## config.mk

```make
export PLATFORM = sky130hd
export DESIGN_NAME = uart_rx
export DESIGN_NICKNAME = d
export VERILOG_FILES = /design/src/rtl/uart_rx.sv
export SDC_FILE = /design/constraint.sdc
export NUM_CORES = 1
export LEC_CHECK = 0
export ABC_AREA = 1
export BUFFER_PORTS_ARGS = -buffer_cell sky130_fd_sc_hd__clkbuf_2
export CAP_MARGIN = 20
export CORE_MARGIN = 8
export CORE_UTILIZATION = 48
export DETAILED_ROUTE_END_ITERATION = 8
export HOLD_SLACK_MARGIN = 0.05
export PLACE_DENSITY = 0.71
export SKIP_CTS_REPAIR_TIMING = 1
export SLEW_MARGIN = 20
export SYNTH_ARGS = -nofsm -noshare
export SYNTH_HDL_FRONTEND = slang
export SYNTH_SLANG_ARGS = --single-unit
```

## constraint.sdc

```tcl
create_clock -name clk -period 2.3 [get_ports clk]
set_clock_uncertainty 0.05 [all_clocks]
set_input_delay 0.23 -clock clk [delete_from_list [all_inputs] [get_ports clk]]
set_output_delay 0.23 -clock clk [all_outputs]
set_load 0.05 [all_outputs]
```

## src/rtl/uart_rx.sv

```systemverilog
// 8N1 UART receiver: 2-flop synchronizer, mid-bit sampling FSM,
// one-byte holding register with sticky overrun and framing flags.
module uart_rx #(
  parameter logic [11:0] BIT_TIME = 12'd433
) (
  input  logic       clk,
  input  logic       reset_n,
  input  logic       rxd,
  input  logic       rd,
  output logic [7:0] dout,
  output logic       valid,
  output logic       overrun,
  output logic       ferr
);

  typedef enum logic [2:0] {
    S_IDLE,
    S_START,
    S_DATA,
    S_STOP,
    S_WAIT
  } state_t;

  localparam logic [11:0] HALF = BIT_TIME >> 1;

  state_t      state;
  logic        rxd_m;
  logic        rxd_s;
  logic [11:0] cnt;
  logic [2:0]  idx;
  logic [7:0]  shift;

  always_ff @(posedge clk or negedge reset_n) begin
    if (!reset_n) begin
      state   <= S_IDLE;
      rxd_m   <= 1'b1;
      rxd_s   <= 1'b1;
      cnt     <= '0;
      idx     <= '0;
      shift   <= '0;
      dout    <= '0;
      valid   <= 1'b0;
      overrun <= 1'b0;
      ferr    <= 1'b0;
    end else begin
      rxd_m <= rxd;
      rxd_s <= rxd_m;
      cnt   <= cnt + 12'd1;
      // read clears first; a completing frame below overrides it
      if (rd) begin
        valid   <= 1'b0;
        overrun <= 1'b0;
        ferr    <= 1'b0;
      end
      unique case (state)
        S_IDLE: begin
          if (!rxd_s) begin
            state <= S_START;
            cnt   <= '0;
          end
        end
        S_START: begin
          if (cnt == HALF) begin
            cnt <= '0;
            if (rxd_s) begin
              state <= S_IDLE;
            end else begin
              state <= S_DATA;
              idx   <= '0;
            end
          end
        end
        S_DATA: begin
          if (cnt == BIT_TIME) begin
            cnt   <= '0;
            shift <= {rxd_s, shift[7:1]};
            idx   <= idx + 3'd1;
            if (idx == 3'd7) state <= S_STOP;
          end
        end
        S_STOP: begin
          if (cnt == BIT_TIME) begin
            cnt <= '0;
            if (rxd_s) begin
              dout  <= shift;
              valid <= 1'b1;
              if (valid && !rd) overrun <= 1'b1;
              state <= S_IDLE;
            end else begin
              ferr  <= 1'b1;
              state <= S_WAIT;
            end
          end
        end
        S_WAIT: begin
          if (rxd_s) begin
            state <= S_IDLE;
            cnt   <= '0;
          end
        end
        default: begin
          state <= S_IDLE;
          cnt   <= '0;
        end
      endcase
    end
  end

endmodule

```

# Word-level counts from Yosys, hierarchy flattened

Cells that the tools add are included.

Bits in registers: 39
Latch bits: 0
Bits in writable memories: 0
Bits in read-only memories: 0
Memories kept: 0

Add/subtract/negate cells: 2
$mul: 0
Div/mod/pow operators: 0
$lt $le $gt $ge: 0
Eq/ne operators: 14
Shift-type cells: 0
Mux-type cells: 31
Bitwise logic cells: 0
Reduce and logical (&&, ||, !) cells: 9

Operator list:

| cell                                            | number |
|---|---|
| two-way mux 12 bit                              | 4 |
| one-hot mux 12 bit (4 select lines)             | 1 |
| two-way mux 3 bit                               | 10 |
| one-hot mux 3 bit (5 select lines)              | 1 |
| != test 2 bit (second input constant)           | 7 |
| two-way mux 1 bit                               | 13 |
| adder 12 x 1 -> 12 bit (second input constant)  | 1 |
| == test 12 x 8 -> 1 bit (second input constant) | 1 |
| == test 12 x 9 -> 1 bit (second input constant) | 1 |
| == test 3 x 2 -> 1 bit (second input constant)  | 2 |
| == test 3 bit (second input constant)           | 2 |
| one-hot mux 3 bit (2 select lines)              | 1 |
| AND reduction 6 bit                             | 1 |
| AND reduction 4 bit                             | 1 |
| adder 3 x 1 -> 3 bit (second input constant)    | 1 |
| == test 3 x 1 -> 1 bit (second input constant)  | 1 |
| zero test 3 bit                                 | 1 |
| AND reduction 3 bit                             | 1 |
| two-way mux 2 bit                               | 1 |
| AND reduction 2 bit                             | 1 |
| nonzero test 2 bit                              | 1 |
| OR reduction 2 bit                              | 1 |
| logical AND 1 bit                               | 1 |
| zero test 1 bit                                 | 1 |

# Depth between registers and ports, before layout

Gate-level depths: netlist (run 1).

Word-level depth: 6
Mapped depth: 11
Depth with buffers taken out: 11

# Worst setup path before layout (run 1)

OpenSTA, ideal clock, no wires.

Path type: flip-flop to flip-flop
Start point: register cnt[1]
End point: register dout[5]
Library setup time: 0.119 ns
Arrival time: 1.338 ns
Required time: 2.131 ns
Setup slack: 0.793 ns
Cell stages (with the launch flop): 11
Cell sequence: dfrtp_1 inv_1 ha_1 inv_1 nor2_2 nand3_4 inv_4 nand3_4 buf_6 nand2_2 o21ai_2

Longest elaborated chain between the ends: 2

RTL lines:

| what                          | line | text |
|---|---|---|
| from (decl)                   | 29   | `logic [11:0] cnt;` |
| from (signal assigned)        | 48   | `cnt <= cnt + 12'd1;` |
| == test 12 x 9 -> 1 bit       | 82   | `if (cnt == BIT_TIME) begin` |
| AND reduction 3 bit (no line) | --   |  |
| to (signal assigned)          | 85   | `dout <= shift;` |
| to (decl)                     | 10   | `output logic [7:0] dout,` |

Every way passes these cells.
A chain may end at the register's enable or synchronous reset.

# Final worst setup path (run 1)

Start point: register cnt[1]
End point: register dout[0]

Same word-level chain as after synthesis.

==> results of run 1 <==
logic make-up (layout without fill, tap and decap cells):
family | count (synthesis) | count (layout) | synth area share
AOI/OAI and AO/OA | 27 | 27 | 0.0840
xor gates and xnor gates | 5 | 5 | 0.0212
adders and majority gates | 5 | 5 | 0.0302
buffers and inverters | 51 | 73 | 0.103
DFF | 39 | 39 | 0.473
and+or+nand+nor | 126 | 126 | 0.289
stage by stage:
step	worst slack, ns	utilization	instance area, um^2	total power, mW	hold WS [ns]
final	0.605	0.537	2290	1.16	0.136
after detailed placement	0.613	0.512	2180	0.725	0.267
after CTS	0.607	0.532	2270	1.17	-0.0444
after floorplan	0.793	-	2070	0.706	-0.116
after global routing	0.415	0.537	2290	1.20	0.155
after global placement	0.663	0.512	2180	0.725	0.265
cell usage after synthesis, drive strengths merged:
master  number  area share
nand4        4       0.012
a21oi        2      0.0048
xnor2        2      0.0085
a31oi        4       0.012
nor3         9       0.027
o21ai       20       0.063
nor2        20       0.042
nand3       14       0.051
dfstp        2       0.025
buf          3       0.015
dfrtp       37        0.45
nand3b       1      0.0036
nand2       77        0.15
inv         48       0.088
and2         1      0.0030
ha           5       0.030
a31o         1      0.0042
xor2         3       0.013
worst max path at each step:
stage	start	end	slack (ns)	depth (start not counted)
6_report	cnt[1]	dout[0]	0.61	9
5_1_grt	cnt[1]	dout[4]	0.41	9
4_1_cts	cnt[1]	dout[0]	0.61	9
3_5_place_dp	cnt[1]	dout[1]	0.61	9
3_3_place_gp	cnt[1]	dout[4]	0.66	9
2_1_floorplan	cnt[1]	dout[5]	0.79	10
registers in the layout (all words and copies together), names as in the netlist:
name,cells
ferr,1
rxd_s,1
cnt,12
shift,8
rxd_m,1
dout,8
valid,1
overrun,1
idx,3
state,3
layer usage:
layer / part of all wire / up-vias
met1: 0.51 / 714
met5: 0 / -
met2: 0.45 / 22
met4: 0.010 / 0
li1: - / 828
met3: 0.033 / 5
worst max-delay path, delay by kind of cell, from the launching register on:
kind | cells | cell delay (ns)
DFF | 1 | 0.40
AOI/OAI and AO/OA | 1 | 0.05
adders and majority gates | 1 | 0.16
buffers and inverters | 3 | 0.25
and+or+nand+nor | 4 | 0.66
area by class of cell:
class / count / area [um^2]
multi-input combinational: 163 / 880
clock inverter: 2 / 12.5
sequential: 39 / 978
inverter: 48 / 183
timing repair buffer: 17 / 97.6
clock buffer: 6 / 72.6
fill: 404 / 1980
tap: 52 / 65.1
report_power, final:
group	switching, mW	total, mW	internal (mW)	leakage [nW]
sequential	0.00218	0.691	0.688	0.523
combinational	0.0163	0.0222	0.00587	0.632
clock	0.231	0.443	0.212	0.0412
total	0.250	1.16	0.906	1.20
==> results by group, run 1 <==
STA
  • Worst-margin pin slew: 0.484 ns
  • Final setup fails: 0
  • Period minus WS final: 1.69 ns
  • RSZ-0062 raised after global routing: no
  • Final Hold Fails: 0
  • Max Transition Viols Final: 0
  • Fmax: 590 MHz
  • Relative slew slack: 0.677
  • Setup TNS: 0 ns
  • Final Cycle Share: 0.737

Worst hold path
  • Worst Hold Class: in -> reg
  • Min-Delay Endpoint: ferr
  • Worst Hold Depth: 2
  • Hold Crit Start: rd

Pwr
  • Power Density: 505 nW/um^2
  • Maximum vdd drop: 0.440 mV
  • Leak: 1.20 nW

Global route
  • GR Util met1: 0.167
  • First-pass GRT wire length: 6710 um
  • Total gr overflow: 0
  • Grt met3 use: 0.0383
  • Met2 usage: 0.203
  • Vias in the first global route: 1,519
  • Initial antenna violation count: 0
  • Largest net degree at the start of global routing: 40
  • GRT Overall Usage: 0.128
  • GRT busiest layer: met2

Floorplanning
  • Initial core utilization: 0.486
  • Row count: 24
  • I/O Pins: 15
  • CORE AREA: 4260 um^2
  • Chip height: 81.7 um
  • Die Area: 6670 um^2
  • Die W: 81.7 um

Outcome
  • Outcome: complete, no violations

Synth
  • Syn_area_per_cell: 8.18 um^2
  • Seq/Total Area, Yosys: 0.473
  • Net Count, Synth: 262
  • Synth cell types: 30
  • Yosys warns: 0
  • Synth Instances: 253
  • FF+latch count, synth: 39
  • Netlist Area Pre-Place: 2070 um^2

Setup path
  • Worst path cell trace: inv_1 > ha_1 > inv_1 > nor2_2 > nand3_4 > inv_4 > nand3_4 > nand2_1 > o21ai_2
  • R2R Path End: dout[0]
  • Crit start category: flop
  • Slowest cell delay on critical path: 0.40 ns
  • Worst Path Required: 2.43 ns
  • R2R cell count: 9
  • Slowest-stage cell, CP: dfrtp_1
  • Reg2Reg Setup Slack: 0.61 ns
  • CP Max Fanout: 16
  • Worst r2r src: cnt[1]
  • Critical Path AT: 1.82 ns
  • Setup CP Type: reg -> reg
  • Worst Setup End Kind: flop

Clock network
  • Worst-Skew Late Latency: 0.29 ns
  • Root buffer cell: clkbuf_8
  • Cts bufs inserted: 5
  • Clock slew at reported path FFs: 0.07 ns
  • Deepest level of the CTS H-tree: 2
  • Clock buffer depth: 2
  • Clock tree from TritonCTS: yes
  • Sink Count: 39

Layout
  • Number of diodes: 0
  • # nets final: 283
  • Area Overhead vs Synth: 10.5%
  • Most frequent cells in the layout: 70 x nand2_1, 42 x inv_1, 37 x dfrtp_1
  • Commonest non-fill, non-tap cell in the layout: nand2_1
  • Share of cells above drive strength 1: 0.196
  • Final cell count without fillers: 327

Detailed routing
  • Antenna viol nets, final: 0
  • Vias: 1,569
  • Drt wl/cell: 11.6 um
  • Final wirelength: 3790 um
  • Detailed Route Iter0 Violations: 100
  • DRC Markers: 0
  • DR pass1 iterations: 4
  • DR vias/cell: 4.80

Job
  • MaxCap Viol Count: 0

Place
  • GP Congestion: 0.946
  • Dpl hpwl: 2850 um
  • IO buf count: 14
  • Post-placement cell count: 317
Power figures use the tool's default switching activity.
==> run 2, diff against run 1 <==
- PLACE_DENSITY: 0.71 -> 0.73
- clock period: 2.3 -> 1.5 ns (I/O delays scaled with it)
==> results by group, run 2 (synthesized netlist as in run 1, its figures left out) <==
Global route
  • GRT Overall Usage: 0.137
  • Largest net degree at the start of global routing: 40
  • Grt met3 use: 0.0427
  • Vias in the first global route: 1,576
  • Met2 usage: 0.223
  • Total gr overflow: 0
  • GRT busiest layer: met2
  • Initial antenna violation count: 0
  • GR Util met1: 0.166
  • First-pass GRT wire length: 7030 um

Detailed routing
  • DR pass1 iterations: 4
  • Vias: 1,715
  • Detailed Route Iter0 Violations: 64
  • Antenna viol nets, final: 0
  • DRC Markers: 0
  • Final wirelength: 4390 um
  • Drt wl/cell: 12.4 um
  • DR vias/cell: 4.84

Worst hold path
  • Hold Crit Start: rxd_m
  • Worst Hold Class: reg -> reg

Setup path
  • Worst r2r src: cnt[1]
  • Worst path cell trace: inv_2 > ha_4 > inv_2 > nor2_4 > nand3_4 > inv_6 > buf_6 > nand2_8 > nand2_2 > o21ai_1
  • Worst Setup SP: cnt[1]
  • Worst path bufs/invs: 4
  • CP dominant cell by count: inv_2
  • Worst Setup End Kind: flop
  • Critical Path AT: 1.64 ns
  • Top delay family on crit path: flip-flops
  • Worst Path Required: 1.63 ns
  • Setup CP Type: reg -> reg
  • Slowest cell delay on critical path: 0.39 ns
  • Slowest-stage cell, CP: dfrtp_1
  • CP Max Fanout: 8
  • Crit start category: flop

Layout
  • Number of diodes: 0
  • Most frequent cells in the layout: 51 x nand2_1, 37 x inv_1, 32 x dfrtp_1
  • Reg area: 985 um^2
  • Max reg flops: 12
  • Area of the multi-input gates: 1040 um^2
  • # nets final: 310
  • Area Overhead vs Synth: 28.3%
  • Fill count: 364
  • Post-route cell area: 2660 um^2
  • Biggest regs: cnt: 12 flops, dout: 8 flops, shift: 8 flops
  • Share of cells above drive strength 1: 0.394
  • Largest register by flop count: cnt
  • Commonest non-fill, non-tap cell in the layout: nand2_1

Floorplanning
  • I/O Pins: 15
  • Die W: 81.7 um
  • Chip height: 81.7 um
  • Row count: 24
  • Initial core utilization: 0.486
  • CORE AREA: 4260 um^2
  • Die Area: 6670 um^2

STA
  • Final Hold Fails: 0
  • Setup TNS: -0.00648 ns
  • Hold slack final: 0.311 ns
  • Worst-margin pin slew: 0.495 ns
  • Relative slew slack: 0.670
  • RSZ-0062 raised after global routing: yes
  • Period minus WS final: 1.51 ns
  • Final Cycle Share: 1.00
  • Final setup fails: 1
  • Fmax: 664 MHz
  • Setup ws final: -0.00648 ns
  • Max Transition Viols Final: 0

Outcome
  • Outcome: finished with violations
  • Failing checks: negative setup slack

Pwr
  • Overall Power: 1.81 mW
  • Leak: 1.33 nW
  • Maximum vdd drop: 0.647 mV
  • Power Density: 680 nW/um^2

Place
  • IO buf count: 14
  • Pre-CTS setup slack: -0.0451 ns
  • Dpl cell area: 2350 um^2
  • GP Congestion: 0.850
  • Dpl hpwl: 2970 um

Clock network
  • Root buffer cell: clkbuf_8
  • Deepest level of the CTS H-tree: 2
  • Cts bufs inserted: 5
  • Worst-Skew Late Latency: 0.29 ns
  • Clock tree from TritonCTS: yes
  • Sink Count: 39
  • Clock slew at reported path FFs: 0.08 ns
  • Clock buffer depth: 2

Job
  • MaxCap Viol Count: 0
run 2: changes by cell type in the layout (fill, tap and decap cells not counted), sizes merged:
cell and change:
nand2 +1, clkbuf -1, dlygate4sd3 +1, nand3 +1, clkinvlp +1, buf +24
run 2: power by group:
group / internal, mW / switching, mW / leakage (nW)
Sequential: 1.06 / 0.00157 / 0.516
Combinational: 0.0142 / 0.0300 / 0.778
Clock: 0.323 / 0.382 / 0.0402
run 2: cell type report:
type / count / area share
Clock buffer: 5 / 0.0259
Sequential cell: 39 / 0.371
Inverter: 48 / 0.0706
Multi-Input combinational cell: 165 / 0.391
Timing Repair Buffer: 42 / 0.110
Clock inverter: 3 / 0.00753
Tap cell: 52 / 0.0245
run 2: through the flow:
step | utilization | instances
finish | 0.623 | 354
global route | 0.623 | 354
CTS | 0.572 | 347
detailed placement | 0.551 | 339
global placement | 0.551 | 339
floorplan | - | 253
run 2: worst register-to-register path, cell delays in order (launching register included):
cell and delay (ns):
dfrtp_1 0.39, inv_2 0.10, ha_4 0.15, inv_2 0.04, nor2_4 0.11, nand3_4 0.11, inv_6 0.10, buf_6 0.13
nand2_8 0.09, nand2_2 0.08, o21ai_1 0.06
run 2: path summary, 6_finish.rpt:
check                      slack (ns)  cells after the start       end
hold reg to reg                  0.31                      0     rxd_s
setup reg to reg               -0.006                     10  shift[2]
min in group asynchronous        0.39                      3    cnt[6]
setup / recovery               -0.006                     10  shift[2]
hold / removal                   0.31                      0     rxd_s
max in group asynchronous        0.64                      3    cnt[4]
run 2: routing by layer:
layer	routed length, um	vias up
met1	2030	799
met4	54	0
met5	0	-
li1	-	891
met3	122	5
met2	2180	20
